File: src/rtl/pc_sequencer.sv
// Program-counter sequencer: fetches instruction words, holds each for decode, then picks the
// next PC (trap, eret, jump, branch, sequential). Define PCSEQ_STALL_CNT_EN to add stall_cnt.
module pc_sequencer #(
    parameter int unsigned     PC_W      = 32,
    parameter logic [PC_W-1:0] RESET_VEC = '0,
    parameter logic [PC_W-1:0] TRAP_VEC  = PC_W'(16),
    parameter int unsigned     MAX_WAIT  = 15
) (
    input  logic            clk,
    input  logic            rst_n,
    output logic            imem_req,
    output logic [PC_W-1:0] imem_addr,
    input  logic            imem_ack,
    input  logic [31:0]     imem_rdata,
    output logic [31:0]     instr,
    output logic            instr_valid,
    input  logic            instr_ready,
    input  logic            br_taken,
    input  logic [31:0]     br_offset,
    input  logic            jmp_valid,
    input  logic [PC_W-1:0] jmp_target,
    input  logic            trap_req,
    input  logic            eret,
    output logic [PC_W-1:0] pc,
    output logic [PC_W-1:0] epc,
    output logic            fetch_err
`ifdef PCSEQ_STALL_CNT_EN
    ,
    output logic [31:0]     stall_cnt
`endif
);

    // Counter only needs to reach MAX_WAIT-1; the timeout fires on the edge ending that cycle.
    localparam int unsigned     CNT_W     = (MAX_WAIT > 1) ? $clog2(MAX_WAIT) : 1;
    localparam logic [CNT_W-1:0] WAIT_LAST = CNT_W'(MAX_WAIT - 1);

    typedef enum logic [1:0] {StBoot, StFetch, StHold} state_e;

    state_e          state;
    logic [CNT_W-1:0] wait_cnt;
    logic [PC_W-1:0] pc_inc;
    logic [PC_W-1:0] br_off;
    logic [PC_W-1:0] next_pc;

    assign imem_addr = pc;
    assign pc_inc    = pc + PC_W'(1);
    assign br_off    = PC_W'($signed(br_offset));

    always_comb begin
        next_pc = pc_inc;
        if (trap_req) begin
            next_pc = TRAP_VEC;
        end else if (eret) begin
            next_pc = epc;
        end else if (jmp_valid) begin
            next_pc = jmp_target;
        end else if (br_taken) begin
            next_pc = pc_inc + br_off;
        end
    end

    always_ff @(posedge clk or negedge rst_n) begin
        if (!rst_n) begin
            state       <= StBoot;
            pc          <= RESET_VEC;
            epc         <= '0;
            instr       <= '0;
            instr_valid <= 1'b0;
            imem_req    <= 1'b0;
            fetch_err   <= 1'b0;
            wait_cnt    <= '0;
        end else begin
            fetch_err <= 1'b0;
            unique case (state)
                StBoot: begin
                    state    <= StFetch;
                    imem_req <= 1'b1;
                    wait_cnt <= '0;
                end
                StFetch: begin
                    if (imem_ack) begin
                        instr       <= imem_rdata;
                        instr_valid <= 1'b1;
                        imem_req    <= 1'b0;
                        wait_cnt    <= '0;
                        state       <= StHold;
                    end else if (wait_cnt == WAIT_LAST) begin
                        // Timeout: refetch from the trap vector with the request still up.
                        fetch_err <= 1'b1;
                        epc       <= pc;
                        pc        <= TRAP_VEC;
                        wait_cnt  <= '0;
                    end else begin
                        wait_cnt <= wait_cnt + CNT_W'(1);
                    end
                end
                StHold: begin
                    if (instr_ready) begin
                        instr_valid <= 1'b0;
                        imem_req    <= 1'b1;
                        pc          <= next_pc;
                        if (trap_req) begin
                            epc <= pc;
                        end
                        state <= StFetch;
                    end
                end
                default: begin
                    state    <= StBoot;
                    imem_req <= 1'b0;
                end
            endcase
        end
    end

`ifdef PCSEQ_STALL_CNT_EN
    logic stall;

    assign stall = ((state == StFetch) && !imem_ack) ||
                   ((state == StHold) && instr_valid && !instr_ready);

    always_ff @(posedge clk or negedge rst_n) begin
        if (!rst_n) begin
            stall_cnt <= '0;
        end else if (stall && (stall_cnt != '1)) begin
            stall_cnt <= stall_cnt + 32'd1;
        end
    end
`endif

endmodule

File: config.mk
export PLATFORM = sky130hd
export DESIGN_NAME = pc_sequencer
export DESIGN_NICKNAME = d
export VERILOG_FILES = /design/src/rtl/pc_sequencer.sv
export SDC_FILE = /design/constraint.sdc
export NUM_CORES = 1
export LEC_CHECK = 0
export ABC_CLOCK_PERIOD_IN_PS = 3900
export CORE_ASPECT_RATIO = 0.6
export CORE_MARGIN = 4
export CORE_UTILIZATION = 43
export CTS_CLUSTER_DIAMETER = 60
export DETAILED_ROUTE_END_ITERATION = 12
export HOLD_SLACK_MARGIN = 0.12
export PLACE_DENSITY = 0.84
export SETUP_SLACK_MARGIN = 0.2
export SLEW_MARGIN = 20
export SYNTH_ARGS = -nofsm -noshare
export SYNTH_HDL_FRONTEND = slang
export SYNTH_SLANG_ARGS = --single-unit
File: constraint.sdc
create_clock -name clk -period 3.9 [get_ports clk]
set_input_delay 0.78 -clock clk [delete_from_list [all_inputs] [get_ports clk]]
set_output_delay 0.78 -clock clk [all_outputs]
set_load 0.03 [all_outputs]
==> insert_results.sql <==
INSERT INTO impl_metrics (metric_group, metric, value, unit) VALUES
('power_and_ir_drop', 'power_switching', '3.68', 'mW'),
('synthesis', 'yosys-top-cells-area', 'sky130_fd_sc_hd__dfrtp_1 (35%), sky130_fd_sc_hd__mux2_2 (9.8%), sky130_fd_sc_hd__ha_1 (6.8%), sky130_fd_sc_hd__nand2_1 (3.9%), sky130_fd_sc_hd__xnor2_1 (3.7%)', ''),
('clock_network', 'deepest_clock_path_buffer_count', '2', ''),
('setup_path', 'cp.required', '4140', 'ps'),
('setup_path', 'worst_path_most_repeated_cell', 'sky130_fd_sc_hd__buf_4', ''),
('die', 'design.portCount', '235', ''),
('setup_path', 'path_class', 'reg2reg', ''),
('synthesis', 'synth_seq_area_share', '0.354', ''),
('clock_network', 'tritoncts_buffers', '9', ''),
('placed_design', 'finalWeightedCongestion', '0.958', ''),
('grt', 'grt_first_pass_wirelength', '39000', 'um'),
('layout', 'area_growth_syn_to_layout', '43.9', '%'),
('timing', 'finalClockSkew', '9.07', 'ps'),
('power_and_ir_drop', 'peakVddDrop', '0.000362', 'V'),
('detailed_routing', 'drt-vias-per-instance', '5.74', ''),
('synthesis', 'yosys.cell_types.count', '77', ''),
('setup_path', 'cp_max_fo', '5', ''),
('die', 'floorplan.initialDensity', '0.446', ''),
('setup_path', 'crit_family', 'compound AO/OA/AOI/OAI gates', ''),
('synthesis', 'async_flop_share', '1.00', ''),
('synthesis', 'syn_nets', '928', ''),
('synthesis', 'postSynthCellCount', '783', ''),
('clock_network', 'cts_tree', 'yes', ''),
('detailed_routing', 'post_drt_wl_per_cell', '20.4', 'um'),
('synthesis', 'synthesis.area', '7350', 'sq um'),
('setup_path', 'crit_path_launch', 'imem_addr[0]', ''),
('detailed_routing', 'drt.antenna.violating_nets', '0', ''),
('clock_network', 'h-tree-depth', '3', ''),
('power_and_ir_drop', 'netSwitchingFraction', '0.463', ''),
('detailed_routing', 'initialDrtViolationCount', '690', ''),
('synthesis', 'synth-main-ff-cell', 'sky130_fd_sc_hd__dfrtp_1', ''),
('detailed_routing', 'route.final.wire_length', '25700', 'um'),
('setup_path', 'reg2reg_to', 'imem_addr[31]', ''),
('synthesis', 'post_synth.cell_area_avg', '9.39', 'sq um'),
('die', 'std_cell_rows', '36', ''),
('status', 'status', 'completed', ''),
('timing', 'max-slew-margin-rel', '0.455', ''),
('layout', 'final_net_count', '1170', ''),
('power_and_ir_drop', 'cellLeakagePower', '4.59', 'nW'),
('setup_path', 'critical_path.endpoint_type', 'register', ''),
('timing', 'finalSetupViolations', '0', ''),
('placed_design', 'port-buffer-count', '234', ''),
('power_and_ir_drop', 'fin_total_pwr', '7.95', 'mW'),
('layout', 'finish.utilization', '0.642', ''),
('layout', 'final_layout_size_suffix_gt1_frac', '0.206', ''),
('power_and_ir_drop', 'power.share.combinational', '0.648', ''),
('clock_network', 'cts.root.buffer_cell', 'sky130_fd_sc_hd__clkbuf_16', ''),
('setup_path', 'ff2ff_path_depth', '18', ''),
('synthesis', 'synth_top_cell_by_area', 'sky130_fd_sc_hd__dfrtp_1', ''),
('setup_path', 'critical_path_startpoint_category', 'register', ''),
('synthesis', 'yosysTopAreaCellShare', '0.354', ''),
('timing', 'timing.final.crit_share', '0.986', ''),
('setup_path', 'critical_path_cell_count', '18', ''),
('timing', 'worst_slew_pin_slew', '818', 'ps'),
('timing', 'postLayoutSetupSlackWorst', '55.7', 'ps'),
('setup_path', 'worstPathBufferInverterCount', '3', ''),
('grt', 'antenna_found_initial', '0', ''),
('detailed_routing', 'vias', '7219', ''),
('timing', 'hold_violations', '0', ''),
('setup_path', 'cp_slowest_stage_delay', '470', 'ps'),
('placed_design', 'detailed_placement_hpwl', '19400', 'um'),
('power_and_ir_drop', 'p_per_area', '751', 'nW/um^2'),
('layout', 'num-fill-cells', '1334', ''),
('setup_path', 'ff2ff_setup_slack', '60', 'ps'),
('placed_design', 'place.detailed.instances', '1226', ''),
('grt', 'via_count_of_the_first_global_routing_pass', '6954', ''),
('timing', 'grt_setup_unrepaired', 'yes', ''),
('timing', 'fmax', '260', 'MHz'),
('flow_run', 'timing.max_cap.violations', '0', ''),
('setup_path', 'worst-endpoint-arrival', '4080', 'ps'),
('timing', 'slew_violations', '0', '');
==> worst max-delay path by stage <==
stage / slack, ps / endpoint
final: 60 / imem_addr[31]
after global placement: 20 / imem_addr[16]
after detailed placement: -40 / imem_addr[16]
after CTS: 110 / imem_addr[31]
after floorplan: 50 / imem_addr[31]
after global routing: -70 / imem_addr[31]
==> routing by layer <==
| layer | up-vias | wire length (um) | global-route usage | share of wire |
|---|---|---|---|---|
| li1 | 3300 | - | - | - |
| met1 | 3491 | 11600 | 0.378 | 0.45 |
| met2 | 403 | 11200 | 0.383 | 0.43 |
| met3 | 25 | 2630 | 0.0660 | 0.10 |
| met4 | 0 | 238 | 0.0408 | 0.0093 |
| met5 | - | 0 | 0 | 0 |
==> power groups by stage <==
| stage | sequential (mW) | combinational (mW) | clock (mW) |
|---|---|---|---|
| after CTS | 1.89 | 5.00 | 0.926 |
| final | 1.89 | 5.15 | 0.908 |
| after global placement | 1.87 | 4.84 | 0 |
| after floorplan | 2.73 | 2.30 | 0 |
| after global routing | 1.96 | 5.46 | 0.968 |
| after detailed placement | 1.90 | 4.92 | 0 |
==> kinds of logic (layout without fill, tap and decap cells) <==
logic type	count (synthesis)	in the layout	share of synthesized area
compound gates	213	213	0.206
xor+xnor	52	52	0.0619
fa+ha+maj	41	41	0.0708
buf+inv	89	336	0.0635
flops	104	104	0.354
mux	71	71	0.108
simple gates	213	213	0.136
==> state kept, by name, indices dropped and copies added (netlist names) <==
register     count
fetch_err        1
instr           32
epc             32
state            2
imem_addr       32
instr_valid      1
wait_cnt         4
==> cells in the final DEF (no fill, tap or decap), drive strengths merged, types with 13 or more instances in the layout <==
master	netlist	routed
nor3	13	13
mux2	65	65
a21oi	42	42
xnor2	31	31
a21o	17	17
inv	19	24
o21ai	59	59
nand3	25	25
ha	40	40
clkdlybuf4s50	0	232
buf	38	68
xor2	21	21
dfrtp	104	104
nand2	78	78
nor2	48	48
==> per-stage QoR <==
step                      area (sq um)  hold slack (ps)
final                            10600              509
after global routing             10600              519
after CTS                        10400              513
after detailed placement         10000              494
after global placement           10000              486
after floorplan                   7370              473
==> area by class of cell <==
type                            count  area (sq um)  area share
Clock buffer                        9           225      0.0213
Clock inverter                      7          58.8     0.00555
Inverter                           20          75.1     0.00709
Multi-Input combinational cell    590          4480       0.423
Sequential cell                   104          2610       0.247
Tap cell                          228           285      0.0269
Timing Repair Buffer              300          2850       0.270
==> what timing repair did <==
item,CTS,global route
resized for setup,9,32
hold buffers,0,0
buffers inserted,9,7
setup endpoints to repair,3,13
pin swaps,20,19
No activity file was read; power rests on OpenSTA's default activity.
